File: config.mk
export PLATFORM = sky130hd
export DESIGN_NAME = weight_load_ctrl
export DESIGN_NICKNAME = d
export VERILOG_FILES = /design/src/rtl/nn_pkg.sv /design/src/rtl/load_addr_gen.sv /design/src/rtl/weight_load_ctrl.sv
export SDC_FILE = /design/constraint.sdc
export NUM_CORES = 1
export LEC_CHECK = 0
export ABC_AREA = 1
export CAP_MARGIN = 20
export CELL_PAD_IN_SITES_DETAIL_PLACEMENT = 0
export CELL_PAD_IN_SITES_GLOBAL_PLACEMENT = 1
export CORE_UTILIZATION = 35
export CTS_CLUSTER_SIZE = 14
export DETAILED_ROUTE_END_ITERATION = 7
export GPL_ROUTABILITY_DRIVEN = 0
export PLACE_DENSITY_LB_ADDON = 0.1
export REMOVE_ABC_BUFFERS = 1
export SYNTH_ARGS = -nofsm -noshare
export SYNTH_HDL_FRONTEND = slang
export SYNTH_HIERARCHICAL = 1
export SYNTH_SLANG_ARGS = --single-unit
File: constraint.sdc
create_clock -name CLOCK -period 3 [get_ports CLOCK]
set_input_delay 0.45 -clock CLOCK [delete_from_list [all_inputs] [get_ports CLOCK]]
set_output_delay 0.45 -clock CLOCK [all_outputs]
set_load 0.02 [all_outputs]
File: src/rtl/nn_pkg.sv
// Shared types and defaults for the neural-network weight path.
// Used by weight_load_ctrl and its address generator.
package nn_pkg;

  localparam int N_UNITS_DEF   = 6;
  localparam int N_WEIGHTS_DEF = 4;
  localparam int DATA_W_DEF    = 32;

  typedef logic [DATA_W_DEF-1:0] weight_t;

  typedef enum logic [2:0] {
    IDLE,
    READ,
    WAIT,
    WRITE,
    DONE
  } state_t;

endpackage

File: src/rtl/load_addr_gen.sv
// Unit/weight counters for the weight loader.
// Produces the RAM address, held unit/slot selects and the last flag.
module load_addr_gen
  import nn_pkg::*;
#(
  parameter int N_UNITS   = N_UNITS_DEF,
  parameter int N_WEIGHTS = N_WEIGHTS_DEF,
  parameter int ADDR_W    = 8,
  parameter int WIDX_W    = 2
) (
  input  logic              i_clk,
  input  logic              i_rst_n,
  input  logic              i_clr,
  input  logic              i_adv,
  input  logic              i_cap,
  input  logic [ADDR_W-1:0] i_base,
  output logic [ADDR_W-1:0] o_addr,
  output logic [3:0]        o_unit_sel,
  output logic [WIDX_W-1:0] o_weight_idx,
  output logic              o_last
);

  logic [3:0]        r_u;
  logic [WIDX_W-1:0] r_w;
  logic [3:0]        r_unit_sel;
  logic [WIDX_W-1:0] r_weight_idx;
  logic [ADDR_W-1:0] w_off;
  logic              w_w_last;

  assign w_w_last = (r_w == WIDX_W'(N_WEIGHTS - 1));
  assign o_last   = w_w_last
                  && (r_u == 4'(N_UNITS - 1));

  // Offset wraps at the address width on purpose.
  assign w_off  = ADDR_W'(r_u) * ADDR_W'(N_WEIGHTS)
                + ADDR_W'(r_w);
  assign o_addr = i_base + w_off;

  assign o_unit_sel   = r_unit_sel;
  assign o_weight_idx = r_weight_idx;

  always_ff @(posedge i_clk or negedge i_rst_n) begin
    if (!i_rst_n) begin
      r_u <= '0;
      r_w <= '0;
    end else if (i_clr) begin
      r_u <= '0;
      r_w <= '0;
    end else if (i_adv) begin
      if (w_w_last) begin
        r_w <= '0;
        r_u <= r_u + 4'd1;
      end else begin
        r_w <= r_w + WIDX_W'(1);
      end
    end
  end

  always_ff @(posedge i_clk or negedge i_rst_n) begin
    if (!i_rst_n) begin
      r_unit_sel   <= '0;
      r_weight_idx <= '0;
    end else if (i_cap) begin
      r_unit_sel   <= r_u;
      r_weight_idx <= r_w;
    end
  end

endmodule

File: src/rtl/weight_load_ctrl.sv
// Streams unit weights from the weight RAM into the RAM mux.
// WEIGHT_LOAD_CHECKSUM_EN adds a running checksum output.
module weight_load_ctrl
  import nn_pkg::*;
#(
  parameter int N_UNITS   = N_UNITS_DEF,
  parameter int N_WEIGHTS = N_WEIGHTS_DEF,
  parameter int RAM_LAT   = 1,
  parameter int ADDR_W    = 8,
  parameter int DATA_W    = DATA_W_DEF
) (
  input  logic                         CLOCK,
  input  logic                         RESETn,
  input  logic                         start,
  input  logic                         abort,
  input  logic [ADDR_W-1:0]            base_addr,
  output logic                         ram_rd,
  output logic [ADDR_W-1:0]            ram_addr,
  input  logic [DATA_W-1:0]            ram_out,
  output logic [DATA_W-1:0]            weight,
  output logic [3:0]                   unit_sel,
  output logic [$clog2(N_WEIGHTS)-1:0] weight_idx,
  output logic                         write,
  output logic                         busy,
  output logic                         done
`ifdef WEIGHT_LOAD_CHECKSUM_EN
  ,
  output logic [DATA_W-1:0]            checksum
`endif
);

  localparam int WIDX_W = $clog2(N_WEIGHTS);
  localparam int LAT_W  =
    (RAM_LAT > 1) ? $clog2(RAM_LAT) : 1;

  state_t            r_state;
  state_t            w_next;
  logic [LAT_W-1:0]  r_lat;
  logic [ADDR_W-1:0] r_base;
  logic [DATA_W-1:0] r_weight;
  logic              w_accept;
  logic              w_abort;
  logic              w_lat_end;
  logic              w_cap;
  logic              w_clr;
  logic              w_adv;
  logic              w_last;

  assign w_accept  = (r_state == IDLE)
                   && start && !abort;
  assign w_abort   = (r_state != IDLE) && abort;
  assign w_lat_end = (r_state == WAIT)
                   && (r_lat == '0);
  assign w_cap     = w_lat_end && !abort;
  assign w_clr     = w_accept || w_abort;
  assign w_adv     = (r_state == WRITE);

  load_addr_gen #(
    .N_UNITS   (N_UNITS),
    .N_WEIGHTS (N_WEIGHTS),
    .ADDR_W    (ADDR_W),
    .WIDX_W    (WIDX_W)
  ) u_addr_gen (
    .i_clk        (CLOCK),
    .i_rst_n      (RESETn),
    .i_clr        (w_clr),
    .i_adv        (w_adv),
    .i_cap        (w_cap),
    .i_base       (r_base),
    .o_addr       (ram_addr),
    .o_unit_sel   (unit_sel),
    .o_weight_idx (weight_idx),
    .o_last       (w_last)
  );

  always_ff @(posedge CLOCK or negedge RESETn) begin
    if (!RESETn) r_state <= IDLE;
    else         r_state <= w_next;
  end

  always_comb begin
    w_next = r_state;
    ram_rd = 1'b0;
    write  = 1'b0;
    done   = 1'b0;
    busy   = 1'b0;
    unique case (r_state)
      IDLE: begin
        if (w_accept) w_next = READ;
      end
      READ: begin
        ram_rd = 1'b1;
        busy   = 1'b1;
        w_next = WAIT;
      end
      WAIT: begin
        busy = 1'b1;
        if (r_lat == '0) w_next = WRITE;
      end
      WRITE: begin
        write  = 1'b1;
        busy   = 1'b1;
        w_next = w_last ? DONE : READ;
      end
      DONE: begin
        done   = 1'b1;
        w_next = IDLE;
      end
      default: w_next = IDLE;
    endcase
    if (w_abort) w_next = IDLE;
  end

  // Latency counter runs RAM_LAT-1 down to 0 across WAIT.
  always_ff @(posedge CLOCK or negedge RESETn) begin
    if (!RESETn) begin
      r_lat <= '0;
    end else if (r_state == READ) begin
      r_lat <= LAT_W'(RAM_LAT - 1);
    end else if (r_state == WAIT && r_lat != '0) begin
      r_lat <= r_lat - LAT_W'(1);
    end
  end

  always_ff @(posedge CLOCK or negedge RESETn) begin
    if (!RESETn) begin
      r_base   <= '0;
      r_weight <= '0;
    end else begin
      if (w_accept) r_base   <= base_addr;
      if (w_cap)    r_weight <= ram_out;
    end
  end

  assign weight = r_weight;

`ifdef WEIGHT_LOAD_CHECKSUM_EN
  logic [DATA_W-1:0] r_checksum;

  always_ff @(posedge CLOCK or negedge RESETn) begin
    if (!RESETn) begin
      r_checksum <= '0;
    end else if (w_accept) begin
      r_checksum <= '0;
    end else if (r_state == WRITE) begin
      r_checksum <= r_checksum + r_weight;
    end
  end

  assign checksum = r_checksum;
`endif

endmodule

==> run summary <==
Slew Limit Fails: 0
clock group share of total power: 11.3%
Switching Share: 42.4%
maximum VDD drop: 404 uV
Leak Pwr: 0.00193 uW
Synth Area per Inst: 8.45 sq um
Flop pwr share: 33.4%
DIE AREA: 8080 sq um
Final Core Density: 51.7%
number of buffers added for setup after CTS: 0
Combinational Power Share: 55.4%
unrepaired setup endpoints after global routing: false
drt total wl: 6350 um
PD cells: 1030 nW/um^2
leading register cell type out of synthesis: dfrtp_1
Fin. Hold Viols: 0
Placed Instances: 507
TritonCTS Buffers: 5
critical path required time: 2.55 ns
layout cells sized above 1: 7.21%
first-pass GRT wire length: 10700 um
row cnt: 31
Starting DRT DRC Count: 60
asr flop ratio synth: 100%
Synth cell types: 29
Total GRT Usage: 16.3%
CTS clk-pin slew, worst paths: 0.10 ns
clock skew: 0.00469 ns
top cells by area, synth: dfrtp_1 52%, nand2_1 17%, nand3_1 9.1%, ha_1 4.2%, inv_1 3.1%
Mapped Area: 2700 sq um
Core Region: 7370 sq um
number of synthesized flops with an enable pin: 0
FF+latch count, synth: 56
max_slew headroom: 39.2%
Root Driver: clkbuf_8
total number of yosys warnings: 6
maximum clock rate: 362 MHz
Die Height: 89.9 um
CTS tree: yes
pre-CTS setup slack: 0.570 ns
Seq/Total Area, Yosys: 51.9%
Final WS setup: 0.240 ns
FF-to-FF path depth: 6
Final Cycle Share: 92.0%
HP Class: in -> async
M3 GR Usage: 4.74%
grt met1 use: 22.1%
Starting Density: 36.7%
Synth top area share: 51.9%
ANT cells: 0
initial antenna violation count: 0
Clock Sinks: 56
Syn Inst Count: 320
Die X: 89.9 um
reg2reg end: u_addr_gen/o_unit_sel[0]$_DFFE_PN0P_
global routing's busiest layer: met2
largest net degree at the start of global routing: 41
Layout area overhead: 41.0%
nets@finish: 469
vias in the first global route: 2208
Detail Placement HPWL: 4630 um
CP delay by family, top: adder cells
DRT Pass-1 Iters: 4
crit path launch type: register
NetSw: 1660 uW
Worst-Skew Late Latency: 0.30 ns
Crit Path Max Fanout: 2
Vias/cell: 4.51
CTS HTree Levels: 2
final setup TNS: 0 ns
crit end category: primary output
DR DRC count: 0
reg2reg start: r_state[2]$_DFFE_PN0P_
Max Cap Viol: 0
Buf/Inv on CP: 1
Setup Viol. Count Final: 0
R2R setup slack: 1.20 ns
CP max stage delay: 0.59 ns
IO buf count: 93
Internal: 2250 uW
Overflow after GRT: 0
hold_buf cts: 0
total number of vias: 2321
Slowest-stage cell, CP: clkdlybuf4s50_1
I/O pin cnt: 94
Routed WL per cell: 12.3 um
WP data arrival: 2.31 ns
Crit Path Class: reg -> out
met2 Usage GRT: 25.8%
post-cts resize count: 0
Worst Tran Pin Value: 0.912 ns
Finished Layout Cells: 515
Max Buffers Root-to-Sink: 2
crit-path cells: ha_1 -> fa_1 -> nand2_1 -> nand2_1 -> nand3b_1 -> nand3_1 -> nand2_1 -> clkdlybuf4s50_1
status: completed
fin crit period: 2.76 ns
largest area contributor in the netlist: dfrtp_1
Post-DRT Antenna Nets: 0
CP most frequent cell: nand2_1
cell families after synthesis:
logic type / share of synthesized area, %
simple gates: 32.3
compound gates: 2.31
buf+inv: 6.43
xor+xnor: 0.972
flops: 51.9
fa+ha+maj: 4.91
mux: 1.25
cell type report:
| cell class | count | area, sq um |
|---|---|---|
| clock buffer | 6 | 82.6 |
| clock inverter | 2 | 13.8 |
| fill | 723 | 3560 |
| inverter | 26 | 97.6 |
| multi-input combinational | 228 | 1130 |
| sequential | 56 | 1400 |
| tap | 99 | 124 |
| timing repair buffer | 98 | 963 |
layer usage:
layer / vias up / wire [um]
li1: 1197 / -
met1: 1065 / 2950
met2: 55 / 2940
met3: 4 / 415
met4: 0 / 50
met5: - / 0
cells in the mapped netlist, types with 3 or more instances:
master / instances
a21oi_1: 6
buf_2: 4
buf_4: 3
buf_6: 3
dfrtp_1: 56
ha_1: 9
inv_1: 22
inv_2: 3
mux2_2: 3
nand2_1: 119
nand3_1: 49
nor2_1: 20
worst register-to-register path: cells and delay by family, from the launching register on:
kind,cells,cell delay (ns)
flip-flops,1,0.47
AND/OR/NAND/NOR,3,0.41
buffers and inverters,2,0.45
multiplexers,1,0.37
how the worst max path moves through the flow:
stage                     depth (start not counted)                           from  slack [ns]                                   end
after floorplan                                   4                          abort        0.80  u_addr_gen/o_unit_sel[0]$_DFFE_PN0P_
after global placement                            8  u_addr_gen/r_w[0]$_DFFE_PN0P_        0.58                           ram_addr[6]
after detailed placement                          8          r_base[0]$_DFFE_PN0P_        0.57                           ram_addr[6]
after CTS                                         8          r_base[0]$_DFFE_PN0P_        0.22                           ram_addr[6]
after global routing                              8          r_base[0]$_DFFE_PN0P_        0.12                           ram_addr[6]
final                                             8          r_base[0]$_DFFE_PN0P_        0.24                           ram_addr[6]
flip-flops by register name, indices dropped and copies added, names as in the netlist:
signal,flops
u_addr_gen/o_weight_idx,2
u_addr_gen/r_u,4
u_addr_gen/r_w,2
r_state,3
weight,32
r_lat,1
u_addr_gen/o_unit_sel,4
r_base,8
cells in the final DEF, fill, tap and decap left out, types with 2 or more instances in the layout:
master,instances
a21oi_1,6
buf_4,5
clkbuf_8,6
clkdlybuf4s50_1,92
dfrtp_1,56
ha_1,9
inv_1,22
inv_2,3
mux2_2,3
nand2_1,119
nand2_2,2
nand3_1,49
nand3_2,2
nand3b_1,2
nor2_1,20
nor2_2,2
nor2_4,2
xor2_1,2
per-stage QoR:
step / hold slack (ns) / cell area, sq um / total power, uW
after floorplan: 0.154 / 2630 / 2520
after global placement: 0.453 / 3710 / 3500
after detailed placement: 0.458 / 3710 / 3510
after CTS: 0.304 / 3810 / 3970
after global routing: 0.356 / 3810 / 4220
final: 0.271 / 3810 / 3910
power groups by stage:
| stage | clock network [uW] | registers, uW | logic [uW] |
|---|---|---|---|
| after detailed placement | 0 | 1320 | 2190 |
| after CTS | 457 | 1310 | 2200 |
| after global routing | 487 | 1350 | 2380 |
| final | 440 | 1310 | 2170 |
| after floorplan | 0 | 1560 | 956 |
| after global placement | 0 | 1320 | 2190 |
Power figures use the tool's default switching activity.
==> variant 1: new RTL, config.mk and constraints unchanged <==
Add an input register stage for `base_addr`, without a reset; this delays it by one clock. The other inputs are not delayed to match.
--- a/src/rtl/weight_load_ctrl.sv
+++ b/src/rtl/weight_load_ctrl.sv
@@ -32,6 +32,12 @@
   localparam int WIDX_W = $clog2(N_WEIGHTS);
   localparam int LAT_W  =
     (RAM_LAT > 1) ? $clog2(RAM_LAT) : 1;
+
+  logic [ADDR_W-1:0] base_addr_q;
+
+  always_ff @(posedge CLOCK) begin
+    base_addr_q <= base_addr;
+  end
 
   state_t            r_state;
   state_t            w_next;
@@ -127,7 +133,7 @@
       r_base   <= '0;
       r_weight <= '0;
     end else begin
-      if (w_accept) r_base   <= base_addr;
+      if (w_accept) r_base   <= base_addr_q;
       if (w_cap)    r_weight <= ram_out;
     end
   end
Formal check against the unedited RTL: not equivalent (Yosys sat finds a counterexample within 4 cycles, from zero or initial values and one cycle with RESETn low).
==> variant 1 against the original RTL <==
- clock power up 97%
- cell count up 3.7%
- total power grew 14%
- routed wire length up 4.2%
- synthesized area rose by 6.0%
- die area is 5.8% higher
- cell area is 7.9% higher
- sequential cell count grew 8
- global-route usage up 1.0 points
- critical endpoint unchanged
- worst setup slack lost 60 ps
==> variant 1: results (changes against the original RTL) <==
stage;metric;value;unit;change
critical_path;critical path peak fanout;3;;was 2
synthesis;largest cells by area after synthesis;dfrtp_1, nand2_1, nand3_1;;unchanged
global_routing;vias in the first global route;2397;;was 2208
critical_path;worst setup path startpoint;u_addr_gen/r_w[0];;was r_base[0]
detailed_routing;Routed WL;6.620;mm;was 6.354 mm
synthesis;share of synthesized registers carrying an async set or reset;87.50;%;was 100.0%
synthesis;sequential share of the synthesized area;54.52;%;was 51.85%
sta;clk_skew;9.656;ps;was 4.690 ps
synthesis;synth cell count leaders;nand2_1, dfrtp_1, nand3_1, inv_1, nor2_1;;unchanged
synthesis;adder-cell share of the synthesized area;4.631;%;was 4.907%
global_routing;first-pass GRT wire length;11.49;mm;was 10.66 mm
synthesis;post-synthesis compound-gate area fraction;2.184;%;was 2.315%
clocking;Clock Pin Slew Worst Setup and Hold Paths;70;ps;was 100 ps
clocking;CTS H-tree lvls;3;;was 2
status;status;finished clean;;unchanged
critical_path;CP arrival;2370;ps;was 2310 ps
power_and_ir_drop;switch share;39.15;%;was 42.44%
power_and_ir_drop;worst vdd ir;0.4078;mV;was 0.4037 mV
finish;share of post-route cells with drive strength above 1;8.333;%;was 7.212%
clocking;Skew-Pair Late Insertion Delay;340;ps;was 300 ps
global_routing;pin count of the biggest net entering global routing;57;;was 41
synthesis;Post-Synth XOR/XNOR Area;0.9174;%;was 0.9722%
sta;slew margin rel.;52.38;%;was 39.23%
finish;final net count;481;;was 469
placement;DP Area;3871;um^2;was 3714 um^2
variant 1: per-layer routing:
| metal | global-route usage, % | wire, um |
|---|---|---|
| met1 | 21.00 | 2946 |
| met2 | 28.21 | 3121 |
| met3 | 5.829 | 441 |
| met4 | 7.031 | 110 |
| met5 | 0 | 0 |
variant 1: metrics by stage:
| stage | worst slack (ps) | util (%) | cells | total power [W] |
|---|---|---|---|---|
| finish | 180.7 | 52.66 | 534 | 0.004455 |
| global route | 19.61 | 52.66 | 534 | 0.004792 |
| CTS | 161.4 | 52.66 | 534 | 0.004527 |
| detailed placement | 531.0 | 49.58 | 518 | 0.003627 |
| global placement | 575.3 | 49.58 | 518 | 0.003609 |
| floorplan | 801.5 | - | 319 | 0.002624 |
variant 1: worst max-delay path: stages, from the launching register on:
cell,delay (ps)
dfrtp_1,410
ha_1,220
fa_1,410
nand2_1,90
nand2_1,70
nand3b_1,100
nand3_1,80
nand2_1,70
clkdlybuf4s50_1,590
variant 1: layout make-up:
| type | count | area, um^2 |
|---|---|---|
| clock buffers | 12 | 165.2 |
| clock inverters | 4 | 75.07 |
| fillers | 770 | 3696 |
| inverters | 28 | 105.1 |
| multi-input cells | 227 | 1121 |
| flip-flops and latches | 64 | 1562 |
| well taps | 102 | 127.6 |
| repair buffers | 97 | 955.9 |
variant 1: power groups by stage:
stage	Clock (W)	Combinational, W	Sequential (W)
after floorplan	0	0.000946	0.00168
after global placement	0	0.00217	0.00144
after detailed placement	0	0.00219	0.00144
after CTS	0.000902	0.00220	0.00143
after global routing	0.000933	0.00239	0.00147
final	0.000867	0.00216	0.00143
==> variant 2: new RTL, config.mk and constraints unchanged <==
Made on the original files. Add a define of `WEIGHT_LOAD_CHECKSUM_EN`.
--- a/src/rtl/weight_load_ctrl.sv
+++ b/src/rtl/weight_load_ctrl.sv
@@ -1,5 +1,7 @@
 // Streams unit weights from the weight RAM into the RAM mux.
 // WEIGHT_LOAD_CHECKSUM_EN adds a running checksum output.
+`define WEIGHT_LOAD_CHECKSUM_EN
+
 module weight_load_ctrl
   import nn_pkg::*;
 #(
Check against the original RTL (old outputs only; new: checksum): equivalent (equiv_simple and equiv_induct, registers matched by name and starting in step).
==> variant 2 against the original RTL <==
- total power is 100% higher
- sequential power grew 56%
- sequential cell count grew 32
- core utilization down 4.7 points
- synthesized area up 130%
- highest routed layer unchanged
- combinational power up 120%
- routed wire length grew to 2.7 times the old value
- cell area is 110% higher
- worst setup slack worse by 80 ps
- maximum frequency is 2.8% lower
- critical path depth did not move
- register-to-register slack lost 290 ps
==> variant 2: results (changes against the original RTL) <==
stage;metric;value;unit;change
status;status;finished clean;;unchanged
power_and_ir_drop;worst vdd ir;0.6287;mV;was 0.4037 mV
global_routing;vias in the first global route;5551;;was 2208
placement;Port Buffers;125;;was 93
detailed_routing;top sig layer;met4;;unchanged
clocking;Clock Pin Slew Worst Setup and Hold Paths;70;ps;was 100 ps
global_routing;met1 Use GR;28.12;%;was 22.14%
synthesis;adder-cell share of the synthesized area;8.829;%;was 4.907%
sta;slew margin rel.;57.99;%;was 39.23%
detailed_routing;wl on met1;8.509;mm;was 2.951 mm
synthesis;share of synthesized registers carrying an async set or reset;100.0;%;unchanged
critical_path;RR Startpoint;weight[0];;was r_state[2]
clocking;CTS H-tree lvls;3;;was 2
sta;clk_skew;7.838;ps;was 4.690 ps
finish;antenna cells;0;;unchanged
detailed_routing;met2 wire len;7.425;mm;was 2.937 mm
critical_path;worst setup path startpoint;u_addr_gen/r_w[0];;was r_base[0]
synthesis;sequential share of the synthesized area;35.97;%;was 51.85%
clocking;Post-CTS Setup Bufs;0;;unchanged
detailed_routing;Pre-antenna DRT Iters;5;;was 4
synthesis;Cells after Synth;912;;was 320
global_routing;met2 Usage GRT;31.00;%;was 25.83%
detailed_routing;WL met3;683;um;was 415 um
detailed_routing;Routed WL;16.85;mm;was 6.354 mm
clocking;Hold Buf Count CTS;0;;unchanged
synthesis;post-synthesis compound-gate area fraction;5.988;%;was 2.315%
synthesis;largest cells by area after synthesis;dfrtp_1, nand2_1, inv_1;;was dfrtp_1, nand2_1, nand3_1
clocking;CTS max path bufs;2;;unchanged
critical_path;Worst path top cell family by delay;adder cells;;unchanged
detailed_routing;vias per std cell;4.521;;was 4.507
synthesis;post-synthesis mux area share;2.371;%;was 1.250%
clocking;root buf cell;clkbuf_16;;was clkbuf_8
synthesis;Distinct cells, synth;37;;was 29
finish;final net count;1127;;was 469
synthesis;synth warn;6;;unchanged
finish;share of post-route cells with drive strength above 1;5.163;%;was 7.212%
clocking;post-CTS resize count;0;;unchanged
placement;dpl cells;1250;;was 507
synthesis;Post-Synth XOR/XNOR Area;1.001;%;was 0.9722%
placement;DP Area;7607;um^2;was 3714 um^2
placement;DPL Wire Length;13.13;mm;was 4.634 mm
global_routing;first-pass GRT wire length;28.09;mm;was 10.66 mm
critical_path;CP arrival;2390;ps;was 2310 ps
global_routing;Tot GR Track Use;19.86;%;was 16.30%
global_routing;met3 Use GR;3.704;%;was 4.738%
critical_path;critical path peak fanout;3;;was 2
global_routing;pin count of the biggest net entering global routing;53;;was 41
clocking;Inserted Clock Buffers;9;;was 5
power_and_ir_drop;Leakage;4.374;nW;was 1.933 nW
synthesis;synth cell count leaders;nand2_1, inv_1, dfrtp_1, nor2_1, nand3_1;;was nand2_1, dfrtp_1, nand3_1, inv_1, nor2_1
detailed_routing;WL/cell;13.31;um;was 12.34 um
hold_path;hold crit path type;primary input to async pin;;unchanged
placement;pre-CTS WS;518.5;ps;was 570.2 ps
global_routing;antenna violations before repair;0;;unchanged
clocking;Skew-Pair Late Insertion Delay;350;ps;was 300 ps
detailed_routing;Iteration-0 DRC Markers;310;;was 60
-- variant 2: changes by cell type in the layout (fill, tap and decap cells not counted), moves of 17 or more --
cell             change
clkdlybuf4s50_1     +32
ha_1                +31
nand2_1            +290
dfrtp_1             +32
nor2_1              +36
inv_1              +117
a21oi_1             +28
o21ai_0             +17
-- variant 2: area by class of cell --
class | count | area, um^2
clock buffer | 10 | 229.0
clock inverter | 6 | 66.31
fill | 1807 | 8916
inverter | 142 | 533.0
multi-input combinational | 668 | 3283
sequential | 88 | 2202
tap | 220 | 275.3
timing repair buffer | 132 | 1314
-- variant 2: path summary, 6_finish.rpt --
kind,end,slack (ps),cells after the start
setup / recovery,ram_addr[6],160,8
hold / removal,weight[4],60,1
setup reg to reg,checksum[28],910,10
hold reg to reg,checksum[10],510,2
max in group asynchronous,weight[31],2280,2
min in group CLOCK,checksum[10],510,2
-- variant 2: power breakdown --
part	total, W	switching, W	internal, W
clock	0.00115	0.000498	0.000652
sequential	0.00204	0.000401	0.00164
combinational	0.00474	0.00280	0.00193
